$ cat config.mk
export PLATFORM = sky130hd
export DESIGN_NAME = gemm_col_accum_flat
export DESIGN_NICKNAME = d
export VERILOG_FILES = /design/src/rtl/gemm_dsp_pkg.sv /design/src/rtl/gemm_col_accum_if.sv /design/src/rtl/gemm_res_fifo.sv /design/src/rtl/gemm_col_accum.sv /design/src/flat_wrapper.sv
export SDC_FILE = /design/constraint.sdc
export NUM_CORES = 1
export LEC_CHECK = 0
export BUFFER_PORTS_ARGS = -buffer_cell sky130_fd_sc_hd__buf_2
export CORE_MARGIN = 3
export CORE_UTILIZATION = 66
export DETAILED_ROUTE_END_ITERATION = 6
export HOLD_SLACK_MARGIN = 0.06
export PLACE_DENSITY = 0.85
export SLEW_MARGIN = 20
export SYNTH_ARGS = -nofsm -noshare
export SYNTH_HDL_FRONTEND = slang
export SYNTH_HIERARCHICAL = 1
export SYNTH_SLANG_ARGS = --single-unit
export TNS_END_PERCENT = 1
$ cat constraint.sdc
create_clock -name clk -period 10.7 [get_ports clk]
set_clock_uncertainty 0.15 [all_clocks]
set_input_delay 0.535 -clock clk [delete_from_list [all_inputs] [get_ports clk]]
set_output_delay 0.535 -clock clk [all_outputs]
set_load 0.02 [all_outputs]
$ cat src/rtl/gemm_dsp_pkg.sv
// Shared widths, result FIFO entry type and the saturation helper for the
// GeMM column accumulator.
package gemm_dsp_pkg;

   localparam int Y_DATA_W_DEF   = 58;
   localparam int ACC_W_DEF      = 64;
   localparam int OUT_W_DEF      = 32;
   localparam int FIFO_DEPTH_DEF = 8;
   localparam int ROW_LEN_DEF    = 16;

   typedef struct packed {
      logic                        last;
      logic signed [OUT_W_DEF-1:0] data;
   } res_entry_t;

   // Clamps x to the signed range of an out_w-bit value; result stays ACC-wide.
   function automatic logic signed [ACC_W_DEF-1:0] sat_to_width(
      input logic signed [ACC_W_DEF-1:0] x,
      input int unsigned                 out_w
   );
      logic signed [ACC_W_DEF-1:0] hi;
      logic signed [ACC_W_DEF-1:0] lo;
      hi = $signed((ACC_W_DEF'(1) << (out_w - 1)) - ACC_W_DEF'(1));
      lo = ~hi;
      if (x > hi)      return hi;
      else if (x < lo) return lo;
      else             return x;
   endfunction

endpackage

$ cat src/rtl/gemm_col_accum_if.sv
// Stream bundle between the DSP column, the accumulator and the PL writer,
// plus the status flags returned to the issue controller.
interface gemm_col_accum_if
   import gemm_dsp_pkg::*;
#(
   parameter int Y_DATA_WIDTH = Y_DATA_W_DEF,
   parameter int OUT_WIDTH    = OUT_W_DEF
);
   logic                           in_valid;
   logic signed [Y_DATA_WIDTH-1:0] in_data;
   logic                           in_last;
   logic                           out_valid;
   logic                           out_ready;
   logic signed [OUT_WIDTH-1:0]    out_data;
   logic                           out_last;
   logic                           almost_full;
   logic                           overflow;
   logic                           sat_seen;

   modport master (
      output in_valid, in_data, in_last, out_ready,
      input  out_valid, out_data, out_last, almost_full, overflow, sat_seen
   );

   modport slave (
      input  in_valid, in_data, in_last, out_ready,
      output out_valid, out_data, out_last, almost_full, overflow, sat_seen
   );
endinterface

$ cat src/rtl/gemm_res_fifo.sv
// First-word-fall-through result FIFO; a push into a full FIFO is accepted
// only when a pop happens in the same cycle.
module gemm_res_fifo
   import gemm_dsp_pkg::*;
#(
   parameter int DEPTH = FIFO_DEPTH_DEF
)(
   input  logic                     clk,
   input  logic                     rst,
   input  logic                     push_i,
   input  logic                     pop_i,
   input  res_entry_t               din_i,
   output res_entry_t               dout_o,
   output logic                     full_o,
   output logic                     empty_o,
   output logic [$clog2(DEPTH):0]   count_o
);
   localparam int AW = $clog2(DEPTH);

   res_entry_t      mem_q [DEPTH];
   logic [AW-1:0]   wr_ptr_q, rd_ptr_q;
   logic [AW:0]     cnt_q, cnt_d;
   logic            do_push, do_pop;

   assign full_o  = (cnt_q == (AW+1)'(DEPTH));
   assign empty_o = (cnt_q == '0);
   assign count_o = cnt_q;
   assign dout_o  = mem_q[rd_ptr_q];
   assign do_pop  = pop_i && !empty_o;
   assign do_push = push_i && (!full_o || do_pop);

   always_comb begin
      cnt_d = cnt_q;
      case ({do_push, do_pop})
         2'b10:   cnt_d = cnt_q + 1'b1;
         2'b01:   cnt_d = cnt_q - 1'b1;
         default: cnt_d = cnt_q;
      endcase
   end

   always_ff @(posedge clk) begin
      if (do_push) mem_q[wr_ptr_q] <= din_i;
   end

   always_ff @(posedge clk or posedge rst) begin
      if (rst) begin
         wr_ptr_q <= '0;
         rd_ptr_q <= '0;
         cnt_q    <= '0;
      end else begin
         if (do_push) wr_ptr_q <= wr_ptr_q + 1'b1;
         if (do_pop)  rd_ptr_q <= rd_ptr_q + 1'b1;
         cnt_q <= cnt_d;
      end
   end

endmodule

$ cat src/rtl/gemm_col_accum.sv
// Accumulates DSP58 column partial sums across K-tiles, saturates each dot
// product to OUT_WIDTH and streams results out through a small FIFO.
module gemm_col_accum
   import gemm_dsp_pkg::*;
#(
   parameter int Y_DATA_WIDTH = Y_DATA_W_DEF,
   parameter int ACC_WIDTH    = ACC_W_DEF,
   parameter int OUT_WIDTH    = OUT_W_DEF,
   parameter int FIFO_DEPTH   = FIFO_DEPTH_DEF,
   parameter int ROW_LEN      = ROW_LEN_DEF
)(
   input logic             clk,
   input logic             rst,
   gemm_col_accum_if.slave bus
);
   localparam int RC_W  = $clog2(ROW_LEN);
   localparam int CNT_W = $clog2(FIFO_DEPTH) + 1;

   if (ACC_WIDTH < Y_DATA_WIDTH || ACC_WIDTH > ACC_W_DEF || OUT_WIDTH != OUT_W_DEF)
      $error("gemm_col_accum: unsupported width combination");

   logic signed [ACC_WIDTH-1:0] acc_q, acc_d, acc_base, sum;
   logic signed [ACC_W_DEF-1:0] sum_ext;
   logic                        first_q, first_d;
   logic [RC_W-1:0]             row_cnt_q, row_cnt_d;
   res_entry_t                  res_q, res_d;
   logic                        res_valid_q, res_valid_d;
   logic                        overflow_q, overflow_d;
   logic                        sat_seen_q, sat_seen_d;
   logic                        af_q, af_d;
   res_entry_t                  head;
   logic                        full, empty, pop, end_beat;
   logic [CNT_W-1:0]            count;

   assign pop      = !empty && bus.out_ready;
   assign end_beat = bus.in_valid && bus.in_last;

   always_comb begin
      acc_base    = first_q ? '0 : acc_q;
      sum         = acc_base + ACC_WIDTH'(bus.in_data);
      sum_ext     = ACC_W_DEF'(sum);
      acc_d       = acc_q;
      first_d     = first_q;
      row_cnt_d   = row_cnt_q;
      res_d       = res_q;
      res_valid_d = end_beat;
      sat_seen_d  = sat_seen_q;
      if (bus.in_valid && !bus.in_last) begin
         acc_d   = sum;
         first_d = 1'b0;
      end
      if (end_beat) begin
         first_d    = 1'b1;
         res_d.data = OUT_W_DEF'(sat_to_width(sum_ext, OUT_WIDTH));
         res_d.last = (row_cnt_q == RC_W'(ROW_LEN - 1));
         row_cnt_d  = res_d.last ? '0 : row_cnt_q + 1'b1;
         if (sat_to_width(sum_ext, OUT_WIDTH) != sum_ext) sat_seen_d = 1'b1;
      end
      // A staged result that finds the FIFO full with no pop is lost.
      overflow_d = overflow_q | (res_valid_q && full && !pop);
      af_d       = (int'(count) + int'(res_valid_q)) >= (FIFO_DEPTH - 2);
   end

   always_ff @(posedge clk or posedge rst) begin
      if (rst) begin
         acc_q       <= '0;
         first_q     <= 1'b1;
         row_cnt_q   <= '0;
         res_q       <= '0;
         res_valid_q <= 1'b0;
         overflow_q  <= 1'b0;
         sat_seen_q  <= 1'b0;
         af_q        <= 1'b0;
      end else begin
         acc_q       <= acc_d;
         first_q     <= first_d;
         row_cnt_q   <= row_cnt_d;
         res_q       <= res_d;
         res_valid_q <= res_valid_d;
         overflow_q  <= overflow_d;
         sat_seen_q  <= sat_seen_d;
         af_q        <= af_d;
      end
   end

   gemm_res_fifo #(.DEPTH(FIFO_DEPTH)) u_fifo (
      .clk     (clk),
      .rst     (rst),
      .push_i  (res_valid_q),
      .pop_i   (pop),
      .din_i   (res_q),
      .dout_o  (head),
      .full_o  (full),
      .empty_o (empty),
      .count_o (count)
   );

   // Head contents are masked while empty so outputs read zero after reset.
   assign bus.out_valid   = !empty;
   assign bus.out_data    = empty ? '0 : head.data;
   assign bus.out_last    = !empty && head.last;
   assign bus.almost_full = af_q;
   assign bus.overflow    = overflow_q;
   assign bus.sat_seen    = sat_seen_q;

endmodule

$ cat src/flat_wrapper.sv
// flat-port wrapper written by rule: the top's interface ports become plain ports
module gemm_col_accum_flat import gemm_dsp_pkg::*;
#(
   parameter int Y_DATA_WIDTH = Y_DATA_W_DEF,
   parameter int ACC_WIDTH    = ACC_W_DEF,
   parameter int OUT_WIDTH    = OUT_W_DEF,
   parameter int FIFO_DEPTH   = FIFO_DEPTH_DEF,
   parameter int ROW_LEN      = ROW_LEN_DEF
)
  (clk, rst, bus_in_valid, bus_in_data, bus_in_last, bus_out_ready, bus_out_valid, bus_out_data, bus_out_last, bus_almost_full, bus_overflow, bus_sat_seen);
  gemm_col_accum_if #(.Y_DATA_WIDTH(Y_DATA_WIDTH), .OUT_WIDTH(OUT_WIDTH)) bus_i ();
  input logic clk;
  input logic rst;
  input wire logic [$bits(bus_i.in_valid)-1:0] bus_in_valid;
  input wire logic [$bits(bus_i.in_data)-1:0] bus_in_data;
  input wire logic [$bits(bus_i.in_last)-1:0] bus_in_last;
  input wire logic [$bits(bus_i.out_ready)-1:0] bus_out_ready;
  output wire logic [$bits(bus_i.out_valid)-1:0] bus_out_valid;
  output wire logic [$bits(bus_i.out_data)-1:0] bus_out_data;
  output wire logic [$bits(bus_i.out_last)-1:0] bus_out_last;
  output wire logic [$bits(bus_i.almost_full)-1:0] bus_almost_full;
  output wire logic [$bits(bus_i.overflow)-1:0] bus_overflow;
  output wire logic [$bits(bus_i.sat_seen)-1:0] bus_sat_seen;
  assign bus_i.in_valid = bus_in_valid;
  assign bus_i.in_data = bus_in_data;
  assign bus_i.in_last = bus_in_last;
  assign bus_i.out_ready = bus_out_ready;
  assign bus_out_valid = bus_i.out_valid;
  assign bus_out_data = bus_i.out_data;
  assign bus_out_last = bus_i.out_last;
  assign bus_almost_full = bus_i.almost_full;
  assign bus_overflow = bus_i.overflow;
  assign bus_sat_seen = bus_i.sat_seen;
  gemm_col_accum #(.Y_DATA_WIDTH(Y_DATA_WIDTH), .ACC_WIDTH(ACC_WIDTH), .OUT_WIDTH(OUT_WIDTH), .FIFO_DEPTH(FIFO_DEPTH), .ROW_LEN(ROW_LEN)) u_core (.clk(clk), .rst(rst), .bus(bus_i));
endmodule
## Word level (Yosys, flattened, before mapping)

Memories as Yosys holds them, arrays and structs flattened.
Cells that the tools add are included.

- Bitwise gates (word level): 1
- Magnitude comparators: 3
- Reduce and logical (&&, ||, !) cells: 17
- Muxes and demuxes: 11
- Add/sub/neg operators: 7
- Eq/ne operators: 5

Operators with widths:

| operator | number |
|---|---|
| $mux 64 | 4 |
| $add 64x58->64 | 1 |
| $gt 64x32->1 const B | 1 |
| $lt 64x32->1 const B | 1 |
| $ne 64x64->1 | 1 |
| $ge 32x4->1 const B | 1 |
| $mux 32 | 1 |
| $add 4x1->4 const B | 2 |
| $eq 4x4->1 const B | 2 |
| $logic_and 1x1->1 | 8 |
| $pmux 4 s2 | 1 |
| $add 3x1->3 const B | 2 |
| $add 4x1->5 | 1 |
| $logic_not 1->1 | 4 |
| $logic_not 4->1 | 1 |
| $mux 1 | 4 |
| $mux 4 | 1 |
| $reduce_bool 2->1 | 2 |
| $sub 4x1->4 const B | 1 |
| $eq 2x1->1 const B | 1 |
| $eq 2x2->1 const B | 1 |
| $reduce_and 2->1 | 1 |
| $logic_or 1x1->1 | 1 |
| $or 1x1->1 | 1 |

- Memories: 1
- Register bits after elaboration: 116
- Word-level logic and storage cells: 57
- Memory bits (writable): 264
- Input bits: 63
- Output and inout bits: 37

Memory list:

| memory | depth | bits a word | rd ports | clocked after Yosys merged registers in | write ports | RTL line | RTL |
|---|---|---|---|---|---|---|---|
| u_core.u_fifo.mem_q | 8 | 33 | 1 | 0 | 1 | gemm_res_fifo.sv:20 | `res_entry_t mem_q [DEPTH];` |

## Depth between registers and ports, before layout

Gate-level depths: netlist of the first run.

- Depth in word-level cells: 8
- Gate-level depth with buffers: 21
- Depth with buffers taken out: 18

## Cells and area by module

The synthesis of the first run kept the hierarchy.

Modules (own cells, without submodules):

| module | sequential area each (um^2) | cells each | instances | area an instance (um^2) |
|---|---|---|---|---|
| gemm_res_fifo | 8177.8 | 449 | 1 | 10691.5 |
| gemm_col_accum | 2653.8 | 1206 | 1 | 9581.7 |

## Worst setup path after synthesis of the first run

No wires, ideal clock.

- Kind: register to register
- Start: reg u_core.first_q
- End: reg u_core/res_q[10] (netlist bit)
- Buffers on the path: 4
- Data arrival time: 5.693 ns
- Library setup time: 0.066 ns
- Required time: 10.484 ns
- Stages on the path, launching flop included: 20
- Path slack: 4.791 ns
- Period minus slack after synthesis: 5.909 ns
- Cell sequence: dfstp_2 -> clkbuf_1 -> clkbuf_1 -> nor2b_1 -> ha_1 -> and2_4 -> a221oi_4 -> a211oi_1 -> o311ai_1 -> nor3b_4 -> mux2i_1 -> or2_0 -> or4_1 -> or4b_1 -> or4_1 -> ha_1 -> clkbuf_1 -> nor2_1 -> clkbuf_1 -> a221o_1

- Longest elaborated chain between the ends: 5
- Elaborated cells on any way between the ends: 6
- Those cells by class: 1 x add/sub; 2 x order compare; 3 x mux

Ends and longest elaborated chain:

| what | RTL line | RTL |
|---|---|---|
| start: declaration | gemm_col_accum.sv:24 | `logic first_q, first_d;` |
| start signal: assignment | gemm_col_accum.sv:76 | `first_q <= first_d;` |
| $mux 64 (*) | gemm_col_accum.sv:39 | `acc_base = first_q ? '0 : acc_q;` |
| $add 64x58->64 (*) | gemm_col_accum.sv:40 | `sum = acc_base + ACC_WIDTH'(bus.in_data);` |
| $lt 64x32->1 | gemm_dsp_pkg.sv:26 | `else if (x < lo) return lo;` |
| $mux 64 | -- |  |
| $mux 64 (*) | -- |  |
| end signal: assignment | gemm_col_accum.sv:78 | `res_q <= res_d;` |
| end: declaration | gemm_col_accum.sv:26 | `res_entry_t res_q, res_d;` |

Every way passes the cells marked *; elsewhere a longest branch is shown, timed or not.
A chain may end at the register's enable or synchronous reset.

## Final worst setup path of the first run

- Start: reg u_core.first_q
- End: reg u_core/res_q[20] (netlist bit)

Same word-level chain as after synthesis.

==> impl_metrics.ini, run 1 <==
[run_status]
status = complete, no violations

[cts]
clk_path_buf_depth = 3
cts_buffers = 39
clk_pin_slew_ns = 0.07
insertion_delay_ns = 0.56
cts-root-buf = clkbuf_16
htree_levels = 2
cts_resized = 0
cts.sinks = 380
cts_tree = done

[logic_synthesis]
yosys-mux-area-fraction_pct = 11.3
synth-xor-area-share_pct = 2.20
syn-cell-area_um2 = 20300
synth_seq_cells = 380
yosys.area.top_type_share_pct = 39.1
synth_top_family_by_area = simple AND/OR/NAND/NOR gates
synth-adder-area-share_pct = 4.64
synth_simple_gate_area_share_pct = 13.4
synth-seq-area-share_pct = 53.4
yosys.area.top_type = edfxtp_1
syn_avg_cell_area_um2 = 12.2
synth_edf_count = 264
async_flop_share_pct = 30.5
synthTopCellsByArea = edfxtp_1 (39%), dfrtp_1 (14%), mux4_2 (7.3%), ha_1 (4.4%), nor2b_1 (3.1%)
yosysWarningCount = 6
synth_nets = 1792
synth-main-ff-cell = edfxtp_1
synth-compound-area-share_pct = 12.5
netlist_instances = 1655
synth_cell_types = 91

[finish]
fillers = 1800
instances_no_fill = 2150
final_layout_size_suffix_gt1_share_pct = 19.0
multi_input_comb_area_um2 = 9000
most-common-layout-cells = edfxtp_1 (264), nand2_1 (152), dfrtp_1 (112)
final_common_cell = edfxtp_1
seq_area_um2 = 10800
syn_to_final_growth_pct = 10.1
num_antenna_cells = 0
fin_nets = 1866

[route]
ant_nets = 0
wirelength_um = 59500
wire_per_inst_um = 27.7
drc = 0
first_pass_iters = 6
vias = 15100
viasPerCell = 7.04
first_iter_violations = 1977

[floorplan]
die_y_um = 181
num_rows = 63
initial_core_util_pct = 67.7
io_pins = 100
dieArea_um2 = 32900
die_w_um = 181
core_um2 = 30000

[placed_design]
dp_hpwl_um = 38000
dp_cells = 2076
port_buffers = 99
place_ws_ns = 3.29
gp_congestion = 1.00

[sta]
max_slew_margin_pct = 26.0
hold_violations = 0
rsz0062_at_grt = no
tightestPinTransition_ns = 1.10
timing.final.max_slew_violations = 0
fin_crit_ns = 7.34
finalCritPeriodShare_pct = 68.6
worst_slack_ns = 3.36
setup_viol = 0
tns_ns = 0
clock.fmax_mhz = 136

[global_routing]
top_usage_layer = met2
grt_pass1_wl_um = 91200
grtUsageMet1_pct = 45.2
grt_util_met2_pct = 61.0
overflow = 0
grt_use_met3_pct = 5.78
grt_start_max_net_pins = 69
grt_util_all_layers_pct = 36.1
antenna_found_initial = 0
grt_pass1_vias = 15300

[setup_path]
critical_path.top_delay_family = simple AND/OR/NAND/NOR gates
crit_path_start_kind = register
crit_path_top_delay_cell = dfstp_2
critPathKind = reg -> reg
path_buf_inv = 3
cp_slowest_stage_delay_ns = 0.92
cp.required_ns = 11.03
critPathCaptureType = register
worstPathMaxFanout = 34
cp.arrival_ns = 7.67
cp_cell_sequence = buf_4 > inv_1 > nand2_1 > inv_1 > ha_1 > a21o_1 > nand3_1 > a2111oi_2 > nor3_1 > nor2_1 > o311ai_1 > or4_1 > or4b_1 > or4_1 > ha_1 > nor2_2 > a221o_1
rrSetupSlack_ns = 3.36

[power]
vdd_drop_max_v = 0.000178
leakagePower_nw = 8.31
fin_total_pwr_mw = 6.64
powerDensity_nw_per_um2 = 297

[job]
max_cap_viol_count = 0

[min_path]
hp-class = reg -> reg
[metrics by stage]
step                utilization [%]  hold slack [ns]  cell area, um2
global route                   74.5            0.318           22300
finish                         74.5            0.321           22300
CTS                            74.5            0.310           22300
detailed placement             70.3            0.309           21100
global placement               70.3            0.303           21100
floorplan                         -            0.225           20300
[report_power, final]
part           switching (mW)  internal [mW]  total, mW  leakage, nW
Combinational            1.73           1.16       2.88         3.93
Clock                   0.613          0.753       1.37        0.604
Sequential              0.357           2.03       2.39         3.79
Total                    2.70           3.94       6.64         8.31
[synth_stat cells, types with 16 or more instances]
| master | number |
|---|---|
| edfxtp_1 | 264 |
| nand2_1 | 153 |
| dfrtp_1 | 115 |
| a21oi_1 | 99 |
| nor2b_1 | 99 |
| nor2_1 | 81 |
| o21ai_0 | 78 |
| ha_1 | 72 |
| mux4_2 | 66 |
| clkbuf_1 | 57 |
| nand4_1 | 39 |
| nor3_1 | 36 |
| nand3_1 | 34 |
| mux2_2 | 33 |
| xnor2_1 | 32 |
| mux2_4 | 24 |
| o21ai_1 | 22 |
| a21o_1 | 21 |
| inv_1 | 21 |
| buf_2 | 20 |
| a211o_1 | 19 |
| xor2_1 | 19 |
| nor4_1 | 17 |
| a221o_1 | 16 |
[path summary, 6_finish.rpt]
kind,start,to,cells after the start
max reg2reg,u_core/first_q$_DFFE_PP1P_,u_core/res_q[20]$_DFFE_PP0P_,17
max,u_core/first_q$_DFFE_PP1P_,u_core/res_q[20]$_DFFE_PP0P_,17
max in group asynchronous,rst,u_core/acc_q[45]$_DFFE_PP0P_,4
min in group asynchronous,rst,u_core/u_fifo/wr_ptr_q[2]$_DFFE_PP0P_,3
min,u_core/acc_q[60]$_DFFE_PP0P_,u_core/acc_q[60]$_DFFE_PP0P_,2
min reg2reg,u_core/acc_q[60]$_DFFE_PP0P_,u_core/acc_q[60]$_DFFE_PP0P_,2
[timing repair]
action	CTS	global route
endpoints found under the setup margin	0	0
endpoints found under the hold margin	50	0
hold buffers	2	0
setup buffers	0	0
[routing by layer]
metal	part of all wire (%)	vias up
met2	49	1012
met5	0	-
met4	6.4	0
met3	8.5	255
met1	36	7361
li1	-	6506
[worst reg2reg max path, delay by kind of cell (launching register included)]
kind	cells	cell delay (ns)
AND/OR/NAND/NOR	8	3.27
flip-flops	1	0.92
adder cells (fa/ha/maj)	2	0.82
AO/OA/AOI/OAI	4	1.39
buffers and inverters	3	0.74
[registers in the layout, indices dropped and copies added (netlist names)]
| signal | cells |
|---|---|
| u_core/u_fifo/wr_ptr_q | 3 |
| u_core/bus.almost_full | 1 |
| u_core/u_fifo/rd_ptr_q | 3 |
| u_core/acc_q | 64 |
| u_core/bus.overflow | 1 |
| u_core/bus.sat_seen | 1 |
| u_core/u_fifo/mem_q | 264 |
| u_core/row_cnt_q | 4 |
| u_core/res_valid_q | 1 |
| u_core/u_fifo/count_o | 4 |
| u_core/res_q | 33 |
| u_core/first_q | 1 |
[cells by family after synthesis]
kind of cell    count (synthesis)
buf+inv                       110
simple gates                  529
mux                           130
flops                         380
compound gates                381
fa+ha+maj                      74
xor+xnor                       51
[layout make-up]
class | count | share of cell area [%]
clock buffer | 53 | 4.70
clock inverter | 19 | 0.891
inverter | 23 | 0.398
multi-input combinational | 1165 | 40.3
sequential | 380 | 48.6
tap | 390 | 2.19
timing repair buffer | 120 | 2.95
Power figures use the tool's default switching activity.
==> inputs of run 2 (changes only) <==
Settings changed: CORE_UTILIZATION 66 to 62, PLACE_DENSITY 0.85 to 0.8.
Clock period 10.7 ns to 6.96 ns, I/O delays scaled along.
==> impl_metrics.ini, run 2 (synthesis gave the netlist of run 1 again) <==
[placed_design]
port_buffers = 99
gp_congestion = 0.991
postPlaceCellArea_um2 = 21200
dp_hpwl_um = 37500

[finish]
num_antenna_cells = 0
fillers = 2226
seq_area_um2 = 10800
syn_to_final_growth_pct = 11.1
top_regs = u_core/u_fifo/mem_q (264), u_core/acc_q (64), u_core/res_q (33)
multi_input_comb_area_um2 = 9000
most-common-layout-cells = edfxtp_1 (264), nand2_1 (152), dfrtp_1 (112)
final_common_cell = edfxtp_1
regMostFlops = u_core/u_fifo/mem_q
final_layout_size_suffix_gt1_share_pct = 19.6
fin_nets = 1874
largest_reg_flops = 264
postLayoutCellArea_um2 = 22500

[route]
vias = 14500
ant_nets = 0
first_iter_violations = 1282
drc = 0
wire_per_inst_um = 24.5
first_pass_iters = 6
wirelength_um = 54100
viasPerCell = 6.57

[power]
pwr-share-seq_pct = 35.9
power.share.clock_pct = 20.9
leakagePower_nw = 8.39
p_sw_share_pct = 38.9
switching_power_mw = 3.90
powerDensity_nw_per_um2 = 445
vdd_drop_max_v = 0.000519
internal_power_mw = 6.13
p_comb_share_pct = 43.1

[global_routing]
grt_util_all_layers_pct = 31.1
overflow = 0
antenna_found_initial = 0
grt_pass1_wl_um = 84600
grt_pass1_vias = 14700
grt_start_max_net_pins = 69

[floorplan]
core_um2 = 31900
dieArea_um2 = 34900
initial_core_util_pct = 63.6
die_y_um = 187
num_rows = 65
die_w_um = 187
io_pins = 100

[min_path]
whs_endpoint = u_core/acc_q[0]$_DFFE_PP0P_
hp-start = bus_in_data[0]
hp-class = in -> reg
min_path_cells = 3

[cts]
cts.sinks = 380
htree_levels = 2
clk_path_buf_depth = 3
cts_resized = 0
hold_buffers = 2
insertion_delay_ns = 0.56
cts-root-buf = clkbuf_16
clk_pin_slew_ns = 0.06
cts_tree = done
cts_buffers = 39
cts_setup_buffers = 0

[setup_path]
critPathKind = reg -> reg
r2r_start = u_core/first_q$_DFFE_PP1P_
cp.required_ns = 7.23
worstPathMaxFanout = 31
r2r-end = u_core/res_q[15]$_DFFE_PP0P_
cp.arrival_ns = 6.37
rrSetupSlack_ns = 0.86
ff2ff_path_depth = 17
critPathCaptureType = register
crit_path_start_kind = register

[sta]
rsz0062_at_grt = no
clock.fmax_mhz = 164
tns_ns = 0
fin_hold_ws_ns = 0.163
timing.final.max_slew_violations = 0
setup_viol = 0
hold_violations = 0
max_slew_margin_pct = 26.5
fin_crit_ns = 6.10
finalCritPeriodShare_pct = 87.6
tightestPinTransition_ns = 1.10

[run_status]
status = complete, no violations

[job]
max_cap_viol_count = 0
run 2: metrics by stage:
stage                     util, %  cells  power [mW]  setup WS, ns
after floorplan                 -   1655        6.62          1.05
after global placement       66.4   2129        7.73          1.07
after detailed placement     66.4   2129        7.85         0.977
after CTS                    70.6   2203        10.0         0.878
after global routing         70.6   2203        10.6         0.639
final                        70.6   2203        10.0         0.861
run 2: critical path: stages (launching register included):
cell and delay, ns:
dfstp_2 0.69, buf_12 0.23, nor2b_1 0.07, ha_1 0.42
nand4_1 0.22, nor3_1 0.50, a22o_1 0.29, o21ai_0 0.16
a311oi_1 0.61, nor2_1 0.21, xnor2_1 0.34, nand2_1 0.09
or4b_1 0.50, or4_1 0.52, ha_1 0.32, buf_4 0.24
nor3_1 0.10, a211o_1 0.27
run 2: area by class of cell:
cell class,count,area share (%)
flip-flops and latches,380,48.1
multi-input cells,1165,40.0
clock buffers,59,5.21
repair buffers,128,3.24
well taps,435,2.42
clock inverters,13,0.645
inverters,23,0.394
run 2: worst max path at each step:
| stage | from | cells after the start | endpoint |
|---|---|---|---|
| final | u_core/first_q$_DFFE_PP1P_ | 17 | u_core/res_q[15]$_DFFE_PP0P_ |
| after global routing | u_core/first_q$_DFFE_PP1P_ | 17 | u_core/res_q[15]$_DFFE_PP0P_ |
| after CTS | u_core/first_q$_DFFE_PP1P_ | 17 | u_core/res_q[15]$_DFFE_PP0P_ |
| after detailed placement | u_core/first_q$_DFFE_PP1P_ | 17 | u_core/res_q[24]$_DFFE_PP0P_ |
| after global placement | u_core/first_q$_DFFE_PP1P_ | 16 | u_core/res_q[24]$_DFFE_PP0P_ |
| after floorplan | u_core/first_q$_DFFE_PP1P_ | 19 | u_core/res_q[10]$_DFFE_PP0P_ |
run 2: power by group through the flow:
stage | logic, mW | registers, mW | clock network, mW
final | 4.32 | 3.60 | 2.10
after global routing | 4.65 | 3.68 | 2.22
after CTS | 4.29 | 3.60 | 2.13
after detailed placement | 4.23 | 3.62 | 0
after global placement | 4.16 | 3.57 | 0
after floorplan | 3.20 | 3.42 | 0
run 2: metal layers:
layer  part of all wire, %  up-vias  GRT usage, %
li1                      -     6546             -
met1                    40     7078          41.2
met2                    50      701          53.2
met3                   6.7      143          3.58
met4                   4.2        0          12.0
met5                     0        -             0
